## src/rtl/vector_lane_sequencer.sv

```systemverilog
// rtl/vector_lane_sequencer.sv - serializes a vector instruction over the scalar ALU one lane per cycle
module vector_lane_sequencer #(
    parameter int N       = 24,
    parameter int LANES   = 4,
    parameter int ALU_LAT = 1,
    parameter int LW      = $clog2(LANES)
) (
    input  logic          clk,
    input  logic          rst,
    input  logic          StartE,
    input  logic [LW:0]   VLenE,
    input  logic          FlushE,
    output logic          LaneIssue,
    output logic [LW-1:0] LaneIdx,
    output logic          LaneWB,
    output logic [LW-1:0] LaneWBIdx,
    output logic          Stuck,
    output logic          Busy,
    output logic          Done
);

    localparam logic [1:0] S_IDLE  = 2'd0;
    localparam logic [1:0] S_ISSUE = 2'd1;
    localparam logic [1:0] S_DRAIN = 2'd2;

    localparam int DCW = (ALU_LAT > 1) ? $clog2(ALU_LAT) : 1;
    localparam logic [DCW-1:0] DRAIN_LAST = DCW'(ALU_LAT - 1);
    localparam logic [LW:0]    LANES_L    = LANES[LW:0];

    // Word width is carried for interface uniformity only; no data passes here.
    if (N < 1) begin : g_bad_n
    end

    logic [1:0]                     state_q, state_d;
    logic [LW-1:0]                  cnt_q, cnt_d;
    logic [LW:0]                    len_q, len_d;
    logic [DCW-1:0]                 dcnt_q, dcnt_d;
    logic [ALU_LAT-1:0]             pipe_v_q, pipe_v_d;
    logic [ALU_LAT-1:0][LW-1:0]     pipe_idx_q, pipe_idx_d;
    logic [ALU_LAT-1:0]             shift_v;
    logic [ALU_LAT-1:0][LW-1:0]     shift_idx;

    logic          start_ok;
    logic [LW:0]   len_in;
    logic          last_issue;
    logic          drain_last;
    logic          push;

    assign start_ok   = StartE & (VLenE != '0) & ~FlushE;
    assign len_in     = (VLenE > LANES_L) ? LANES_L : VLenE;
    assign last_issue = ({1'b0, cnt_q} == (len_q - 1'b1));
    assign drain_last = (dcnt_q == DRAIN_LAST);
    assign push       = (state_q == S_ISSUE);

    // In-flight pipe: entry 0 takes the lane issued this cycle, the top entry is the writeback.
    if (ALU_LAT > 1) begin : g_shift
        assign shift_v   = {pipe_v_q[ALU_LAT-2:0], push};
        assign shift_idx = {pipe_idx_q[ALU_LAT-2:0], (push ? cnt_q : {LW{1'b0}})};
    end else begin : g_noshift
        assign shift_v   = push;
        assign shift_idx = push ? cnt_q : {LW{1'b0}};
    end

    always_comb begin
        state_d    = state_q;
        cnt_d      = cnt_q;
        len_d      = len_q;
        dcnt_d     = dcnt_q;
        pipe_v_d   = shift_v;
        pipe_idx_d = shift_idx;
        if (FlushE) begin
            state_d    = S_IDLE;
            cnt_d      = '0;
            dcnt_d     = '0;
            pipe_v_d   = '0;
            pipe_idx_d = '0;
        end else begin
            case (state_q)
                S_IDLE: begin
                    if (start_ok) begin
                        len_d   = len_in;
                        cnt_d   = '0;
                        dcnt_d  = '0;
                        state_d = S_ISSUE;
                    end
                end
                S_ISSUE: begin
                    // Counter parks on the last lane rather than wrapping.
                    if (last_issue) begin
                        state_d = S_DRAIN;
                    end else begin
                        cnt_d = cnt_q + 1'b1;
                    end
                end
                S_DRAIN: begin
                    if (drain_last) begin
                        state_d = S_IDLE;
                        dcnt_d  = '0;
                    end else begin
                        dcnt_d = dcnt_q + 1'b1;
                    end
                end
                default: begin
                    state_d = S_IDLE;
                end
            endcase
        end
    end

    always_ff @(posedge clk or negedge rst) begin
        if (!rst) begin
            state_q    <= S_IDLE;
            cnt_q      <= '0;
            len_q      <= '0;
            dcnt_q     <= '0;
            pipe_v_q   <= '0;
            pipe_idx_q <= '0;
        end else begin
            state_q    <= state_d;
            cnt_q      <= cnt_d;
            len_q      <= len_d;
            dcnt_q     <= dcnt_d;
            pipe_v_q   <= pipe_v_d;
            pipe_idx_q <= pipe_idx_d;
        end
    end

    assign LaneIssue = (state_q == S_ISSUE) & ~FlushE;
    assign LaneIdx   = LaneIssue ? cnt_q : '0;
    assign LaneWB    = pipe_v_q[ALU_LAT-1] & ~FlushE;
    assign LaneWBIdx = LaneWB ? pipe_idx_q[ALU_LAT-1] : '0;
    assign Done      = (state_q == S_DRAIN) & drain_last & ~FlushE;
    assign Busy      = (state_q != S_IDLE);

    // The IDLE term is combinational on StartE, so reset must gate it explicitly.
    assign Stuck = rst & ~FlushE &
                   (((state_q == S_IDLE) & start_ok) |
                    (state_q == S_ISSUE) |
                    ((state_q == S_DRAIN) & ~drain_last));

endmodule

```

## config.mk

```make
export PLATFORM = sky130hd
export DESIGN_NAME = vector_lane_sequencer
export DESIGN_NICKNAME = d
export VERILOG_FILES = /design/src/rtl/vector_lane_sequencer.sv
export SDC_FILE = /design/constraint.sdc
export NUM_CORES = 1
export LEC_CHECK = 0
export CORE_AREA = 2 2 39 41
export DETAILED_ROUTE_END_ITERATION = 8
export DIE_AREA = 0 0 41 43
export GPL_TIMING_DRIVEN = 0
export HOLD_SLACK_MARGIN = 0.08
export PLACE_DENSITY = 0.68
export SLEW_MARGIN = 15
export SYNTH_ARGS = -nofsm -noshare
export SYNTH_HDL_FRONTEND = slang
export SYNTH_SLANG_ARGS = --single-unit
```

## constraint.sdc

```tcl
create_clock -name clk -period 1.8 [get_ports clk]
set_input_delay 0.27 -clock clk [delete_from_list [all_inputs] [get_ports clk]]
set_output_delay 0.27 -clock clk [all_outputs]
set_load 0.02 [all_outputs]
```

; ---- After elaboration in Yosys (flattened, before gate mapping)
; Index checks and enable logic that the tools add are counted.
[totals]
ff_bits = 11
output_inout_bits = 9
[op_classes]
reduce_logical = 9
muxes = 19
n_addsub = 3
n_eq_ne = 7
n_lt_le_gt_ge = 1
n_bitwise = 14
[ops]
columns = cell, n
row1 = 2-to-1 mux 2 bit, 11
row2 = "inequality test 3 bit, second input constant", 4
row3 = AND 1 bit, 10
row4 = AND reduction 3 bit, 3
row5 = nonzero test 3 bit, 3
row6 = one-hot mux 2 bit (3 select lines), 1
row7 = 2-to-1 mux 1 bit, 4
row8 = one-hot mux 2 bit (2 select lines), 1
row9 = == test 2 x 3 -> 1 bit, 1
row10 = "> comparator 3 bit, second input constant", 1
row11 = 2-to-1 mux 3 bit, 1
row12 = "subtractor 3 x 1 -> 3 bit, second input constant", 1
row13 = "adder 2 x 1 -> 2 bit, second input constant", 1
row14 = "== test 2 x 1 -> 1 bit, second input constant", 1
row15 = "== test 2 bit, second input constant", 1
row16 = zero test 2 bit, 1
row17 = inverter 1 bit, 2
row18 = bitwise OR 1 bit, 2
row19 = one-hot mux 1 bit (2 select lines), 1
row20 = AND reduction 2 bit, 1
row21 = nonzero test 2 bit, 1
row22 = "adder 1 bit, second input constant", 1

; ---- Longest topological paths before layout
[depth]
word_depth = 7
mapped_depth = 6
ltp_nobuf = 6

; ---- Worst setup path before layout
; No wires, ideal clock.
[synth_path]
path_kind = reg-to-reg
start = register len_q[0]
end = register cnt_q[0]
path_buffers = 0
stages_incl_launch_ff = 7
setup_time_ns = 0.128
slack_ns = 0.210
arrival_time_ns = 1.463
t_required_ns = 1.672
synth_period_minus_slack_ns = 1.590
cell_sequence = dfrtp_1 -> inv_1 -> ha_1 -> xor2_1 -> nand4_1 -> a21oi_2 -> mux2_1
[synth_between]
elab_chain_len = 4
[synth_rtl]
columns = element, line
row1 = start: declaration, 36  ; logic [LW:0] len_q, len_d;
row2 = start signal: assignment, 121  ; len_q <= len_d;
row3 = subtractor 3 x 1 -> 3 bit, 51  ; assign last_issue = ({1'b0, cnt_q} == (len_q - 1'b1));
row4 = == test 2 x 3 -> 1 bit, 51
row5 = inequality test 3 bit (no line), -
row6 = AND reduction 3 bit (no line), -
row7 = end signal: assignment, 120  ; cnt_q <= cnt_d;
row8 = end: declaration, 35  ; logic [LW-1:0] cnt_q, cnt_d;
; No other way between the ends.
; A chain may end at the register's enable or synchronous reset.

; ---- Worst setup path in the final report
[layout_path]
start = input VLenE[0]
end = output Stuck
[layout_between]
elab_chain_len = 7
[layout_rtl]
columns = element, line
row1 = start: declaration, 11  ; input logic [LW:0] VLenE,
row2 = nonzero test 3 bit, 49  ; assign start_ok = StartE & (VLenE != '0) & ~FlushE;
row3 = AND 1 bit (2 in series), 49
row4 = AND 1 bit, 137  ; (((state_q == S_IDLE) & start_ok) |
row5 = bitwise OR 1 bit, 137
row6 = bitwise OR 1 bit, 138  ; (state_q == S_ISSUE) |
row7 = AND 1 bit, 136  ; assign Stuck = rst & ~FlushE &
row8 = end: declaration, 17  ; output logic Stuck,
; No other way between the ends.

==> results.json <==
{
  "hold_viol_final": 0,
  "ys_warn_count": 0,
  "p_sw_w": 0.0001640,
  "required_ns": 1.53,
  "start_util_pct": 37.16,
  "synth_cells": 53,
  "nets": 82,
  "wl_per_cell_um": 11.37,
  "synth_fa_ha_area_share_pct": 2.433,
  "syn_area_per_cell_sq_um": 9.703,
  "ctsHoldBuffers": 0,
  "synthMuxAreaShare_pct": 4.380,
  "ys_top_cells_by_area": "dfrtp_1, inv_1, and3_1",
  "die-area_sq_um": 1763,
  "internal-power_w": 0.0004301,
  "startpoint": "VLenE[0]",
  "grt_pass1_wl_um": 1828,
  "setup_ws_ns": 0.08480,
  "design_area_sq_um": 729.5,
  "grt_usage_pct": 16.41,
  "max_cap_viol_count": 0,
  "status": "finished clean",
  "r2r-end": "cnt_q[0]",
  "die_w_um": 41,
  "first_pass_iters": 4,
  "crit_fanout": 4,
  "dpl.hpwl_um": 809.5,
  "cts_buffers": 3,
  "place_area_sq_um": 684.4,
  "drc": 0,
  "die_h_um": 43,
  "grt_max_degree": 12,
  "ir_worst_vdd_mv": 0.5507,
  "power_leakage_nw": 0.3959,
  "drt_iter0_markers": 3,
  "setup_viol": 0,
  "synth_top_family_by_area": "simple AND/OR/NAND/NOR gates",
  "crit_chain": "clkdlybuf4s50_1, o31ai_2, a21oi_1, clkdlybuf4s15_2",
  "cts_buffer_depth": 2,
  "seqPwrFrac_pct": 44.4,
  "power_density_nw_per_um2": 814.5,
  "rsz0062_at_grt": "no",
  "p_comb_share_pct": 21.6,
  "synth_common_cells": "dfrtp_1, inv_1, and3_1, nand2_1",
  "async_flop_share_pct": 100.0,
  "synth_ff_type": "dfrtp_1",
  "first_global_vias": 465,
  "worstSetupPathType": "input port to primary output",
  "synth.top_cell.area_share_pct": 48.66,
  "worst_setup_path_end_kind": "primary output",
  "fin_crit_sh_pct": 95.29,
  "wl_um": 1012,
  "coreArea_sq_um": 1384,
  "io_pins": 16,
  "cp_top_family": "buffers and inverters",
  "synth_cell_types": 23,
  "overflow": 0,
  "reg2reg_depth": 6,
  "maxSlewViolCount": 0,
  "synth_compound_area_share_pct": 12.41,
  "rrSetupSlack_ns": 0.13,
  "clkTransAtPathRegs_ns": 0.07,
  "preCtsSetupSlack_ns": -0.4196,
  "crit_buf_inv": 2,
  "arrival_ns": 1.45,
  "num_rows": 14,
  "ant_nets": 0,
  "final_util_pct": 52.71,
  "portBuffers": 15,
  "relSlewSlack_pct": 67.72,
  "synth-simple-area-share_pct": 21.90,
  "synth-seq-cells": 10,
  "drive_gt1_share_pct": 16.44,
  "yosysSeqAreaShare_pct": 48.66,
  "htree_levels": 1,
  "slowest_stage": "clkdlybuf4s50_1",
  "worst_path_largest_cell_delay_ns": 0.44,
  "syn_to_final_growth_pct": 41.85,
  "pwr-share-clk_pct": 33.9,
  "power.share.switching_pct": 27.61,
  "yosys.area_share.xor_xnor_pct": 5.109,
  "vias": 453,
  "critPathLaunchType": "input port",
  "antenna_found_initial": 0,
  "yosysMostFrequentCell": "dfrtp_1",
  "r2r_start": "len_q[0]",
  "fin_skew_ns": 0.006466,
  "min_path_type": "input port to asynchronous set/reset pin",
  "syn-num-nets": 61,
  "max_freq_mhz": 583.0,
  "clk_latency_ns": 0.27,
  "cts_root_buffer": "clkbuf_4",
  "synth_area_leader_cell": "dfrtp_1",
  "gp_congestion": 0.7579,
  "cts_tree": "built",
  "clock-sinks": 10,
  "cp.depth": 4,
  "avgViaCountPerCell": 5.090,
  "antenna_cells": 0,
  "syn_area_sq_um": 514.2,
  "setup-tns-final_ns": 0,
  "tightest_slew_ns": 0.4843,
  "synth_edf_count": 0,
  "min_period_ns": 1.715
}
[state kept, by name (all words and copies together), names as in the netlist]
name	cells
pipe_idx_q	2
state_q	2
pipe_v_q	1
len_q	3
cnt_q	2
[power groups by stage]
| stage | logic [W] | clock network [W] | registers, W |
|---|---|---|---|
| floorplan | 0.0000854 | 0 | 0.000264 |
| CTS | 0.000128 | 0.000207 | 0.000264 |
| detailed placement | 0.000131 | 0 | 0.000268 |
| finish | 0.000129 | 0.000202 | 0.000264 |
| global route | 0.000149 | 0.000220 | 0.000268 |
| global placement | 0.000129 | 0 | 0.000268 |
[cells in the final DEF, fill, tap and decap left out, drive strengths merged]
cell type	count
o21ai	3
nand2	4
xor2	2
o31ai	1
nand4	1
nand3b	1
a21oi	3
inv	7
clkdlybuf4s50	4
nor2	3
clkbuf	4
buf	1
ha	1
and3	4
mux2	2
clkdlybuf4s15	3
nor2b	1
nand2b	2
xnor2	1
or2	1
dlygate4sd2	8
o32ai	1
o311ai	1
and2	2
nand3	2
dfrtp	10
[cell type report]
class / count / area [sq um]
Clock buffer: 4 / 36.28
Sequential cell: 10 / 250.2
Fill cell: 135 / 654.4
Inverter: 7 / 26.28
Timing Repair Buffer: 16 / 148.9
Tap cell: 16 / 20.02
Multi-Input combinational cell: 36 / 247.7
[worst register-to-register path: stages (launching register included)]
cell	delay (ns)
dfrtp_1	0.37
inv_1	0.05
ha_1	0.30
xor2_1	0.17
nand4_1	0.12
a21oi_2	0.20
mux2_1	0.34
[logic make-up after synthesis]
group,count (synthesis)
xor+xnor,3
simple gates,21
buf+inv,7
flops,10
compound gates,9
fa+ha+maj,1
mux,2
[metrics by stage]
| stage | power, W | cells | hold WS (ns) |
|---|---|---|---|
| finish | 0.0005941 | 89 | 0.05858 |
| global route | 0.0006371 | 89 | 0.08765 |
| CTS | 0.0005987 | 88 | 0.08022 |
| detailed placement | 0.0003997 | 84 | 0.4808 |
| global placement | 0.0003969 | 84 | 0.4717 |
| floorplan | 0.0003489 | 53 | -0.02559 |
[metal layers]
metal	part of all wire (%)	GRT usage, %	vias to the layer above
met1	36	16.22	213
met3	6.7	4.712	4
met4	3.6	14.00	0
met5	0	0	-
li1	-	-	222
met2	53	25.94	14
[worst max path at each step]
stage	end	slack [ns]
2_1_floorplan	cnt_q[0]	0.21
3_3_place_gp	LaneIssue	-0.42
3_5_place_dp	LaneIssue	-0.42
4_1_cts	Stuck	0.09
5_1_grt	cnt_q[0]	0.02
6_report	Stuck	0.08
[timing repair]
action	4_1_cts	5_1_grt
pin swaps	0	1
setup endpoints to repair	9	1
gates resized for setup	18	0
setup buffers	0	1
Note: power is estimated with default switching activity, not from simulation.
